`config.mk`:
```
export PLATFORM = sky130hd
export DESIGN_NAME = pulse_period_meter
export DESIGN_NICKNAME = d
export VERILOG_FILES = /design/src/rtl/pulse_period_meter.sv
export SDC_FILE = /design/constraint.sdc
export NUM_CORES = 1
export LEC_CHECK = 0
export CAP_MARGIN = 25
export CORE_ASPECT_RATIO = 0.6
export CORE_MARGIN = 8
export CORE_UTILIZATION = 25
export CTS_BUF_LIST = sky130_fd_sc_hd__clkbuf_4 sky130_fd_sc_hd__clkbuf_8
export CTS_CLUSTER_DIAMETER = 150
export DETAILED_ROUTE_END_ITERATION = 6
export GPL_ROUTABILITY_DRIVEN = 0
export PLACE_DENSITY = 0.48
export SETUP_SLACK_MARGIN = 0.4
export SLEW_MARGIN = 30
export SYNTH_ARGS = -nofsm -noshare
export SYNTH_HDL_FRONTEND = slang
export SYNTH_SLANG_ARGS = --single-unit
```
`constraint.sdc`:
```
create_clock -name in_clk -period 2.58 [get_ports in_clk]
set_input_delay 0.516 -clock in_clk [delete_from_list [all_inputs] [get_ports in_clk]]
set_output_delay 0.516 -clock in_clk [all_outputs]
set_load 0.005 [all_outputs]
```
`src/rtl/pulse_period_meter.sv`:
```
// Measures an asynchronous square wave in clock cycles: rise-to-rise period and high time,
// with a one-cycle valid strobe per completed period plus lock and timeout status.
module pulse_period_meter #(
  parameter int CNT_WIDTH      = 32,
  parameter int SYNC_STAGES    = 2,
  parameter int TIMEOUT_CYCLES = 54_000_000
) (
  input  logic                 in_clk,
  input  logic                 in_rst_n,
  input  logic                 in_sig,
  input  logic                 in_clr,
  output logic [CNT_WIDTH-1:0] out_period,
  output logic [CNT_WIDTH-1:0] out_high,
  output logic                 out_valid,
  output logic                 out_locked,
  output logic                 out_timeout
);

  if (SYNC_STAGES < 2) begin : g_bad_sync
    $error("pulse_period_meter: SYNC_STAGES must be at least 2");
  end
  if ((TIMEOUT_CYCLES < 1) ||
      (64'(TIMEOUT_CYCLES) >= ((64'd1 << CNT_WIDTH) - 64'd1))) begin : g_bad_timeout
    $error("pulse_period_meter: TIMEOUT_CYCLES must be in 1 .. 2**CNT_WIDTH-2");
  end

  localparam logic [CNT_WIDTH-1:0] TMO  = CNT_WIDTH'(TIMEOUT_CYCLES);
  localparam logic [CNT_WIDTH-1:0] ONE  = CNT_WIDTH'(1);
  localparam logic [CNT_WIDTH-1:0] ZERO = CNT_WIDTH'(0);

  typedef enum logic [1:0] {
    ST_WAIT_LOW = 2'd0,
    ST_ARMED    = 2'd1,
    ST_MEASURE  = 2'd2
  } state_t;

  logic [SYNC_STAGES-1:0] r_sync;
  logic [SYNC_STAGES-1:0] r_fill;
  logic                   r_prev;
  state_t                 r_state;
  logic [CNT_WIDTH-1:0]   r_per_cnt;
  logic [CNT_WIDTH-1:0]   r_hi_cnt;
  logic [CNT_WIDTH-1:0]   r_period;
  logic [CNT_WIDTH-1:0]   r_high;
  logic                   r_valid;
  logic                   r_locked;
  logic                   r_timeout;

  logic w_s;
  logic w_rise;
  logic w_primed;

  // r_fill marks when the last sync stage holds a real sample rather than its reset
  // value, so an input held high through reset cannot look like a low-then-rise.
  always_ff @(posedge in_clk or negedge in_rst_n) begin
    if (!in_rst_n) begin
      r_sync <= '0;
      r_fill <= '0;
      r_prev <= 1'b0;
    end else begin
      r_sync <= {r_sync[SYNC_STAGES-2:0], in_sig};
      r_fill <= {r_fill[SYNC_STAGES-2:0], 1'b1};
      r_prev <= w_s;
    end
  end

  assign w_s      = r_sync[SYNC_STAGES-1];
  assign w_rise   = w_s & ~r_prev;
  assign w_primed = r_fill[SYNC_STAGES-1];

  always_ff @(posedge in_clk or negedge in_rst_n) begin
    if (!in_rst_n) begin
      r_state   <= ST_WAIT_LOW;
      r_per_cnt <= ZERO;
      r_hi_cnt  <= ZERO;
      r_period  <= ZERO;
      r_high    <= ZERO;
      r_valid   <= 1'b0;
      r_locked  <= 1'b0;
      r_timeout <= 1'b0;
    end else begin
      r_valid <= 1'b0;
      if (in_clr) begin
        r_state   <= ST_WAIT_LOW;
        r_per_cnt <= ZERO;
        r_hi_cnt  <= ZERO;
        r_period  <= ZERO;
        r_high    <= ZERO;
        r_locked  <= 1'b0;
        r_timeout <= 1'b0;
      end else begin
        case (r_state)
          ST_WAIT_LOW: begin
            if (w_primed && !w_s) begin
              r_state <= ST_ARMED;
            end
          end
          ST_ARMED: begin
            if (w_rise) begin
              r_state   <= ST_MEASURE;
              r_per_cnt <= ONE;
              r_hi_cnt  <= ONE;
              r_timeout <= 1'b0;
            end
          end
          ST_MEASURE: begin
            // A rise on the timeout cycle still closes a valid period of TIMEOUT_CYCLES.
            if (w_rise) begin
              r_period  <= r_per_cnt;
              r_high    <= r_hi_cnt;
              r_valid   <= 1'b1;
              r_locked  <= 1'b1;
              r_timeout <= 1'b0;
              r_per_cnt <= ONE;
              r_hi_cnt  <= ONE;
            end else if (r_per_cnt == TMO) begin
              r_state   <= ST_WAIT_LOW;
              r_timeout <= 1'b1;
              r_locked  <= 1'b0;
              r_period  <= ZERO;
              r_high    <= ZERO;
              r_per_cnt <= ZERO;
              r_hi_cnt  <= ZERO;
            end else begin
              r_per_cnt <= r_per_cnt + ONE;
              if (w_s) begin
                r_hi_cnt <= r_hi_cnt + ONE;
              end
            end
          end
          default: begin
            r_state <= ST_WAIT_LOW;
          end
        endcase
      end
    end
  end

  assign out_period  = r_period;
  assign out_high    = r_high;
  assign out_valid   = r_valid;
  assign out_locked  = r_locked;
  assign out_timeout = r_timeout;

endmodule
```
-- Yosys cells after proc, flatten, opt, wreduce, memory -nomap -nowiden
Cells that the tools add are included.
- register bits after elaboration: 138
- output and inout bits: 67
- bitwise gates (word level): 2
- eq/ne operators: 9
- reductions and logical operators: 11
- $add $sub $neg: 2
- multiplexer cells: 35
- operators with widths (operator ; count):
    two-way mux 32 bit ; 15
    one-hot mux 32 bit (2 select lines) ; 2
    adder 32 x 1 -> 32 bit (second input constant) ; 2
    == test 32 x 26 -> 1 bit (second input constant) ; 1
    != test 3 bit (second input constant) ; 4
    two-way mux 1 bit ; 11
    two-way mux 2 bit ; 5
    one-hot mux 2 bit (3 select lines) ; 1
    AND reduction 3 bit ; 2
    nonzero test 3 bit ; 2
    != test 5 bit (second input constant) ; 1
    != test 4 bit (second input constant) ; 1
    AND reduction 2 bit ; 2
    AND reduction 4 bit ; 1
    == test 2 x 1 -> 1 bit (second input constant) ; 1
    == test 2 bit (second input constant) ; 1
    logical NOT 2 bit ; 1
    one-hot mux 1 bit (2 select lines) ; 1
    nonzero test 2 bit ; 1
    AND 1 bit ; 1
    logical AND 1 bit ; 1
    logical NOT 1 bit ; 1
    inverter 1 bit ; 1

-- Longest topological paths before layout
- depth in word-level cells: 6
- mapped depth: 10
- gate-level depth less buffers: 8

-- Least setup slack after synthesis
No wires, ideal clock.
- path kind: register -> register
- start: register r_per_cnt[22]
- end: register r_high[0], in the netlist out_high[0]
- path buffers: 3
- stages on the path, launching flop included: 10
- library setup time: 0.121 ns
- data arrival time: 1.946 ns
- slack: 0.513 ns
- cell sequence: dfrtp_1 -> buf_2 -> nor4b_2 -> nand4_2 -> nor3_2 -> o21ai_2 -> nor2b_1 -> buf_4 -> buf_6 -> a22o_1
- cells in the longest elaborated chain, start to end: 3
- RTL lines (element ; line ; text):
    start: declaration ; 41 ; logic [CNT_WIDTH-1:0] r_per_cnt;
    start signal: assignment ; 125 ; r_per_cnt <= r_per_cnt + ONE;
    == test 32 x 26 -> 1 bit ; 116 ; end else if (r_per_cnt == TMO) begin
    nonzero test 3 bit (no line) ; -- ;
    AND reduction 2 bit (no line) ; -- ;
    end signal: assignment ; 110 ; r_high <= r_hi_cnt;
    end: declaration ; 44 ; logic [CNT_WIDTH-1:0] r_high;
No other way between the ends.
A chain may end at the register's enable or synchronous reset.

-- Final worst setup path
- start: register r_per_cnt[5]
- end: register r_per_cnt[29]
- cells in the longest elaborated chain, start to end: 5
- elaborated cells between the ends (all ways): 6
- RTL lines (element ; line ; text):
    adder 32 x 1 -> 32 bit or == test 32 x 26 -> 1 bit (tied branches) ; 125, 116 ;
    two-way mux 32 bit * ; 116 ;
    two-way mux 32 bit * ; 108 ; if (w_rise) begin
    one-hot mux 32 bit (2 select lines) * ; 92 ; case (r_state)
    two-way mux 32 bit * ; 83 ; if (in_clr) begin
Every way passes the cells marked *; elsewhere a longest branch is shown, timed or not.

==> out/summary.txt <==
Worst Setup End Kind - flip-flop
DRC Markers - 0
Hold WC Path Type - in2async
Peak supply drop - 0.302 mV
cell count after synthesis - 567
total power - 4.17 mW
design area - 8460 um2
Clock transition at path regs - 0.08 ns
total CTS buffers - 17
# setup viols final - 0
DP HPWL - 12500 um
Initial DRC Count - 365
Setup Skew - 0.0155 ns
Routed WL - 18500 um
Top-Level Pins - 71
top_reg_cell synth - dfrtp_1
cell leakage power - 3.63 nW
Post-synth EDFFs - 0
# rows - 44
largest net degree at the start of global routing - 56
WHS - 0.0156 ns
post-synthesis cell type count - 54
syn nets - 574
FF+latch area - 3450 um2
Req. time, crit path - 2.93 ns
Antenna Nets Post-Route - 0
PortBufs - 70
max_cap viols - 0
layout cell share with drive strength beyond 1 - 0.217
switching portion of total power - 0.244
DP Worst Slack - -0.0881 ns
die footprint - 30100 um2
area leader, netlist - dfrtp_1
Final Hold Viols - 0
number of global-route vias before repair - 4982
Combinational Power Share - 0.051
TritonCTS clock tree - yes
Tcrit/Tclk final - 0.865
worst-skew pair later-pin latency - 0.46 ns
Layout area overhead - 37.5%
Internal Power - 3.15 mW
initial antenna violation count - 1
register area share after synthesis - 0.561
switching pwr - 1.02 mW
detailed-route via count - 5130
CTS H-Tree Depth - 4
DR WL/cell - 17.8 um
post-synth top area share - 0.561
global-route wire length before repair - 28300 um
CP Launch Type - flip-flop
dpl cells - 971
CP Class - reg2reg
top post-synthesis cells by count - dfrtp_1, a22o_1, nor2_1
post-synth design cell area - 6150 um2
Seq cells post-synth - 138
CTS max path bufs - 2
die height - 138 um
total global-route track usage - 0.122
syn avg cell area - 10.9 um2
Pre-Repair DR Iteration Count - 5
Slew Viols, Final - 0
Placed Area - 7510 um2
setup slack after layout - 0.347 ns
crit-path max FO - 4
Async SR Flop Fraction - 1.00
clk sink count - 138
Initial Util - 0.255
measured slew at the worst slew-check pin - 0.543 ns
fin cells - 1042
Max Clock Freq - 448 MHz
CTS Root Cell - clkbuf_8
Worst EP arrival - 2.58 ns
most common cell in the netlist - dfrtp_1
Tmin final - 2.23 ns
RSZ-0062 raised after global routing - true
Slew HR - 0.638
Die W - 219 um
area of the multi-input gates - 2720 um2
number of inserted diodes - 0
vias per cell - 4.92
CORE AREA - 24200 um2
final net count - 714
fill cell count - 2376
Reg power frac - 0.523
pwr dens - 492 nW/um2
status - finished clean
clock power share - 0.426
gr ovfl total - 0
Syn. warnings - 0
Synth area leaders - dfrtp_1, a22o_1, o21ai_0
## worst max-delay path: stages (launching register included)
cell and delay (ns):
dfrtp_1 0.43, buf_6 0.15, nand4_4 0.13, or3_4 0.40, nor4_4 0.35, nand3_2 0.17, buf_4 0.17, o21ai_0 0.24
a21oi_2 0.09
## path summary, 6_finish.rpt
check | slack, ns | end | start | depth (start not counted)
hold / removal | 0.02 | r_hi_cnt[23]$_DFFE_PN0P_ | in_rst_n | 1
max in group asynchronous | 1.71 | r_per_cnt[6]$_DFFE_PN0P_ | in_rst_n | 2
min in group in_clk | 0.35 | r_fill[1]$_DFF_PN0_ | r_fill[0]$_DFF_PN0_ | 0
setup / recovery | 0.35 | r_per_cnt[29]$_DFFE_PN0P_ | r_per_cnt[5]$_DFFE_PN0P_ | 8
setup reg to reg | 0.35 | r_per_cnt[29]$_DFFE_PN0P_ | r_per_cnt[5]$_DFFE_PN0P_ | 8
hold reg to reg | 0.35 | r_fill[1]$_DFF_PN0_ | r_fill[0]$_DFF_PN0_ | 0
## timing repair
action	4_1_cts	5_1_grt
endpoints found under the setup margin	62	105
cloned	2	0
resized for setup	17	26
hold buffers	0	0
pin swaps	10	12
setup buffers	16	21
hold endpoints to repair	0	0
## power groups by stage
stage,logic (mW),registers (mW),clock network (mW)
3_3_place_gp,0.184,2.22,0
2_1_floorplan,0.0824,2.22,0
5_1_grt,0.236,2.18,1.94
6_report,0.212,2.18,1.78
4_1_cts,0.209,2.18,1.84
3_5_place_dp,0.188,2.22,0
## cell usage in the layout, fill, tap and decap left out, types with 19 or more instances in the layout
master           instances
nor2_1                  47
a22o_1                  61
o21ai_0                 37
nand3_1                 25
nand2_1                 29
dfrtp_1                137
clkdlybuf4s50_1         69
clkbuf_8                19
buf_4                   68
a21oi_1                 26
xor2_1                  19
## through the flow
step / setup TNS [ns] / utilization
2_1_floorplan: 0 / -
4_1_cts: 0 / 0.338
3_5_place_dp: -0.285 / 0.311
6_report: 0 / 0.350
5_1_grt: 0 / 0.350
3_3_place_gp: 0 / 0.311
## sequential cells by signal, summed over array words and instances, names as in the netlist
register     count
out_high        32
out_locked       1
out_period      32
out_timeout      1
out_valid        1
r_fill           2
r_hi_cnt        32
r_per_cnt       32
r_prev           1
r_state          2
r_sync           2
## metal layers
layer | vias to the layer above | GRT usage | routed length, um
li1 | 2392 | - | -
met1 | 2608 | 0.180 | 9570
met2 | 110 | 0.163 | 7630
met3 | 18 | 0.0425 | 1160
met4 | 2 | 0.0323 | 180
met5 | - | 0 | 13
## area by class of cell
type                       count  area share
timing repair buffer         154       0.174
tap                          322      0.0476
multi-input combinational    390       0.321
clock inverter                12      0.0146
clock buffer                  20      0.0318
inverter                       6     0.00266
sequential                   138       0.408
## cells by family after synthesis
logic type	Yosys count	share of synthesized area
XOR/XNOR	23	0.0327
other	1	0.000609
AND/OR/NAND/NOR	206	0.190
flip-flops	138	0.561
buffers and inverters	41	0.0354
adder cells (fa/ha/maj)	3	0.00610
AO/OA/AOI/OAI	155	0.174
No activity file was read; power rests on OpenSTA's default activity.
